<file path="src/rtl/pixel_sort_seq_pkg.sv">
// Shared definitions for the pixel sort stage: the FSM state encodings and the
// data width of the compare16 datapath.
package pixel_sort_seq_pkg;

  localparam int DATA_W = 16;

  typedef enum logic [1:0] {
    ST_LOAD   = 2'd0,
    ST_SORT   = 2'd1,
    ST_UNLOAD = 2'd2
  } state_t;

endpackage

</file>
<file path="src/rtl/pixel_sort_seq_compare16.sv">
// compare16: signed 16-bit magnitude comparator. Exactly one output is high.
module compare16
  import pixel_sort_seq_pkg::*;
(
  input  logic signed [DATA_W-1:0] a,
  input  logic signed [DATA_W-1:0] b,
  output logic                     abigger,
  output logic                     bbigger,
  output logic                     equal
);

  // Both operands are signed, so 0x8000 is the smallest value and 0x7FFF the largest.
  always_comb begin
    abigger = (a > b);
    bbigger = (a < b);
    equal   = (a == b);
  end

endmodule

</file>
<file path="src/rtl/pixel_sort_seq.sv">
// pixel_sort_seq: loads N signed pixels, sorts them ascending by odd-even
// transposition (one compare-and-swap per clock through compare16), and then
// streams them out smallest first.
// Optional build macro SORT_EARLY_EXIT_EN: SORT ends after two consecutive
// phases that perform no swaps. Without it, SORT always runs all N phases.
module pixel_sort_seq
  import pixel_sort_seq_pkg::*;
#(
  parameter int N = 8,
  parameter int W = DATA_W
) (
  input  logic         clk,
  input  logic         rst,
  input  logic         in_valid,
  output logic         in_ready,
  input  logic [W-1:0] in_data,
  output logic         out_valid,
  input  logic         out_ready,
  output logic [W-1:0] out_data,
  output logic         out_last,
  output logic         busy
);

  localparam int            IW    = $clog2(N);
  localparam logic [IW-1:0] LASTI = IW'(N - 1);

  state_t        state, nxt;
  logic [IW-1:0] load_cnt, unl_cnt, pair, phase;
  logic [W-1:0]  mem [N];

  logic [IW-1:0] pair1;
  logic          abig, bbig, eq, swap;
  logic          accept, pop;
  logic          last_pair, last_phase, sort_done;

  assign pair1  = pair + IW'(1);
  assign accept = in_valid && in_ready;
  assign pop    = out_valid && out_ready;

  compare16 u_cmp (
    .a       (mem[pair]),
    .b       (mem[pair1]),
    .abigger (abig),
    .bbigger (bbig),
    .equal   (eq)
  );

  // Swap only on a strict A>B; B>A or equal leaves the pair untouched.
  assign swap = abig && !(bbig || eq);

  // The current pair is the last in its phase when no pair (i+2, i+3) exists.
  assign last_pair = (int'(pair) + 3 >= N);

  // With N=2 the odd phases contain no pairs, so phase 0 is the final phase.
  assign last_phase = (phase == LASTI) || (N < 3 && phase == '0);

`ifdef SORT_EARLY_EXIT_EN
  logic sw_cur, sw_prev, phase_sw, early;
  assign phase_sw  = sw_cur || (swap && state == ST_SORT);
  assign early     = (phase != '0) && !phase_sw && !sw_prev;
  assign sort_done = last_pair && (last_phase || early);
`else
  assign sort_done = last_pair && last_phase;
`endif

  // State register.
  always_ff @(posedge clk or posedge rst) begin
    if (rst) state <= ST_LOAD;
    else     state <= nxt;
  end

  // Next-state and handshake/status outputs.
  always_comb begin
    nxt       = state;
    in_ready  = 1'b0;
    out_valid = 1'b0;
    out_data  = '0;
    out_last  = 1'b0;
    busy      = 1'b0;
    unique case (state)
      ST_LOAD: begin
        in_ready = 1'b1;
        if (accept && load_cnt == LASTI) nxt = ST_SORT;
      end
      ST_SORT: begin
        busy = 1'b1;
        if (sort_done) nxt = ST_UNLOAD;
      end
      ST_UNLOAD: begin
        out_valid = 1'b1;
        out_data  = mem[unl_cnt];
        out_last  = (unl_cnt == LASTI);
        if (pop && unl_cnt == LASTI) nxt = ST_LOAD;
      end
      default: nxt = ST_LOAD;
    endcase
  end

  // Load/pair/phase/unload counters; every wrap is an explicit clear.
  always_ff @(posedge clk or posedge rst) begin
    if (rst) begin
      load_cnt <= '0;
      unl_cnt  <= '0;
      pair     <= '0;
      phase    <= '0;
`ifdef SORT_EARLY_EXIT_EN
      sw_cur   <= 1'b0;
      sw_prev  <= 1'b0;
`endif
    end else begin
      unique case (state)
        ST_LOAD: begin
          if (accept) load_cnt <= (load_cnt == LASTI) ? '0 : load_cnt + IW'(1);
        end
        ST_SORT: begin
          if (sort_done) begin
            pair  <= '0;
            phase <= '0;
          end else if (last_pair) begin
            // Next phase starts at pair 0 when even, pair 1 when odd.
            pair     <= '0;
            pair[0]  <= ~phase[0];
            phase    <= phase + IW'(1);
          end else begin
            pair <= pair + IW'(2);
          end
`ifdef SORT_EARLY_EXIT_EN
          if (sort_done) begin
            sw_cur  <= 1'b0;
            sw_prev <= 1'b0;
          end else if (last_pair) begin
            sw_prev <= phase_sw;
            sw_cur  <= 1'b0;
          end else begin
            sw_cur  <= phase_sw;
          end
`endif
        end
        ST_UNLOAD: begin
          if (pop) unl_cnt <= (unl_cnt == LASTI) ? '0 : unl_cnt + IW'(1);
        end
        default: ;
      endcase
    end
  end

  // Word storage: written on load and on a swap. Not reset, since it is never
  // read before a full block has been loaded.
  always_ff @(posedge clk) begin
    if (state == ST_LOAD && accept) mem[load_cnt] <= in_data;
    if (state == ST_SORT && swap) begin
      mem[pair]  <= mem[pair1];
      mem[pair1] <= mem[pair];
    end
  end

endmodule

</file>
<file path="config.mk">
export PLATFORM = sky130hd
export DESIGN_NAME = pixel_sort_seq
export DESIGN_NICKNAME = d
export VERILOG_FILES = /design/src/rtl/pixel_sort_seq_pkg.sv /design/src/rtl/pixel_sort_seq_compare16.sv /design/src/rtl/pixel_sort_seq.sv
export SDC_FILE = /design/constraint.sdc
export NUM_CORES = 1
export LEC_CHECK = 0
export BUFFER_PORTS_ARGS = -buffer_cell sky130_fd_sc_hd__buf_2
export CAP_MARGIN = 15
export CELL_PAD_IN_SITES_DETAIL_PLACEMENT = 0
export CELL_PAD_IN_SITES_GLOBAL_PLACEMENT = 1
export CORE_MARGIN = 3
export CORE_UTILIZATION = 55
export DETAILED_ROUTE_END_ITERATION = 16
export HOLD_SLACK_MARGIN = 0.06
export PLACE_DENSITY = 0.95
export RECOVER_POWER = 50
export SYNTH_ARGS = -nofsm -noshare
export SYNTH_HDL_FRONTEND = slang
export SYNTH_SLANG_ARGS = --single-unit
</file>
<file path="constraint.sdc">
create_clock -name clk -period 16.65 [get_ports clk]
set_input_delay 3.33 -clock clk [delete_from_list [all_inputs] [get_ports clk]]
set_output_delay 3.33 -clock clk [all_outputs]
set_load 0.05 [all_outputs]
</file>
==> metrics.cfg <==
[outcome]
status = finished with violations
violations = max-capacitance violations, max-slew violations

[min_path]
hp-start = phase[1]
hold_end = phase[1]
whs_path_depth = 2
holdCritPathClass = reg -> reg

[route]
drt_iter0_markers = 773
final_antenna_net_count = 0
drt_pass1_iterations = 5
routed_wl_um = 29130
wl_per_cell_um = 23.49
drc = 0
viasPerCell = 6.650
num_vias = 8246

[synth]
async_reset_ff_frac = 0.09859
synth_top_area_frac = 0.3470
synth_nets = 1009
synth.cells.most_frequent = 128 x edfxtp_1, 121 x mux2_2, 108 x nand2_1, 99 x o21ai_0, 80 x mux2i_1
yosys_warnings = 0
ys_ff_latch = 142
synth_area_leaders = edfxtp_1 35%, mux4_2 13%, mux2_2 12%
synth_largest_area_cell = edfxtp_1
yosys.cell_count.top_type = edfxtp_1
postSynthAreaPerCell_um2 = 11.50
yosys.cell_types.count = 46
synth_flop_cell = edfxtp_1
netlist_area_um2 = 11080
synth_cells = 963
synth_seq_area_share = 0.3786
synth_edf_count = 128

[die]
dieArea_um2 = 21880
core_area_um2 = 19650
io_pins = 40
die_h_um = 147.9
die_w_um = 147.9
initial_core_util = 0.5636
rows = 51

[worst_setup_path]
crit_type = reg -> reg
endpoint_kind = flip-flop
crit_required_ps = 16820
cp-start-kind = flip-flop
arrival_ps = 11510
rr_endpoint = mem[1][5]
rr_worst_depth = 14
reg2reg_slack_ps = 5310
critical_path.max_fanout = 52
regToRegStartpoint = pair[1]

[global_route]
groute.usage.overall = 0.2684
antenna_found_initial = 0
grt_max_degree = 68
overflow = 0
grt_first_pass_wirelength_um = 45280
grt_pass1_vias = 8165

[timing]
fin_setup_tns_ps = 0
period_share = 0.6810
setup_violations = 0
rsz0062_at_grt = false
slew_viol_final = 164
fmax_ghz = 0.08819
post-route-min-period_ps = 11340
hold_viol_final = 0
fin_skew_ps = 12.85
relSlewSlack = -1.143
tightest_slew_ps = 3214

[cells_and_area]
seq_area_um2 = 4199
multi_input_area_um2 = 6374
area_growth_pct = 6.732
nets = 1008
fillers = 1591
diodes = 0
stdcell_area_um2 = 11820
layout-drive-gt1-share = 0.2831

[cts]
clockBufferDepth = 2
post-cts-setup-buffers = 0
insertion_delay_ps = 430
clock-root-buffer = clkbuf_16
cts_tree = done
cts_made_buffers = 17
h-tree-depth = 4
cts_hold_buf = 0
clk_pin_slew_ps = 60
cts.sinks = 142
cts_resized = 0

[job]
max-cap-violations = 4

[place]
portBuffers = 39
post-dp-hpwl_um = 17570
dpl_cell_area_um2 = 11360
place_congestion = 0.8711

-- per-stage QoR --
stage	instances	hold WS (ps)	setup slack, ps	util
floorplan	963	453.8	10820	-
global placement	1208	471.1	9537	0.5782
detailed placement	1208	480.0	9367	0.5782
CTS	1240	493.6	9343	0.6079
global route	1240	526.4	4714	0.6015
finish	1240	493.0	5311	0.6015
-- cells by family after synthesis --
family	share of synthesized area
flops	0.3786
fa+ha+maj	0.02937
compound gates	0.1038
xor+xnor	0.001582
mux	0.3688
buf+inv	0.04134
simple gates	0.07647
-- layout make-up --
cell class,instances,share of cell area
multi-input combinational,733,0.5391
sequential,142,0.3552
clock buffer,24,0.04530
tap,265,0.02805
timing repair buffer,59,0.02551
clock inverter,8,0.004022
inverter,9,0.002857
-- flip-flops by register name, summed over array words and instances (netlist names) --
signal    flops
pair          3
phase         3
state         2
unl_cnt       3
mem         128
load_cnt      3
-- how the worst max path moves through the flow --
stage / from / to / slack [ps] / cells past startpoint
after floorplan: pair[1] / mem[6][0] / 10820 / 20
after global placement: pair[0] / mem[0][10] / 9540 / 13
after detailed placement: pair[0] / mem[4][6] / 9370 / 13
after CTS: pair[0] / mem[1][5] / 9340 / 13
after global routing: pair[1] / mem[1][10] / 4710 / 14
final: pair[1] / mem[1][5] / 5310 / 14
-- per-layer routing --
layer,track usage,part of all wire,vias up
met1,0.3428,0.40,4012
met2,0.4467,0.48,419
li1,-,-,3704
met5,0.02045,0.0021,-
met4,0.1201,0.039,2
met3,0.04966,0.077,109
-- critical path: stages (launching register included) --
cell and delay (ps):
dfrtp_1 340, clkbuf_1 1910, ha_1 490, xnor2_1 140, nand2b_1 870, o22ai_1 200, nor2_1 470, ha_1 300
nand4_2 170, a2111o_1 430, a311oi_1 430, or2_0 1990, clkbuf_1 1960, buf_4 860, mux2_2 420
-- layout by cell type (no fill, tap or decap), types with 2 or more instances in the layout --
cell type / instances
nor2_2: 6
mux4_2: 64
nand2b_1: 7
nor3_1: 3
o31ai_1: 4
a32o_1: 4
a22o_1: 4
or3_1: 2
mux2_1: 21
nand2_1: 108
clkbuf_16: 20
dfrtp_1: 12
clkbuf_1: 27
a21oi_1: 39
o21ai_0: 99
buf_4: 15
clkinv_2: 4
ha_1: 26
mux2i_1: 80
edfxtp_1: 128
inv_1: 9
mux2_2: 121
nor2_1: 69
a31o_2: 3
o211ai_1: 2
nand4_1: 3
a21o_1: 6
inv_4: 3
mux2_4: 11
clkbuf_8: 2
nand3_1: 3
buf_2: 19
o22ai_1: 32
Power is left out: the tool's default activity adds up to more than one toggle a clock period on the data nets, which glitch-free logic cannot reach.
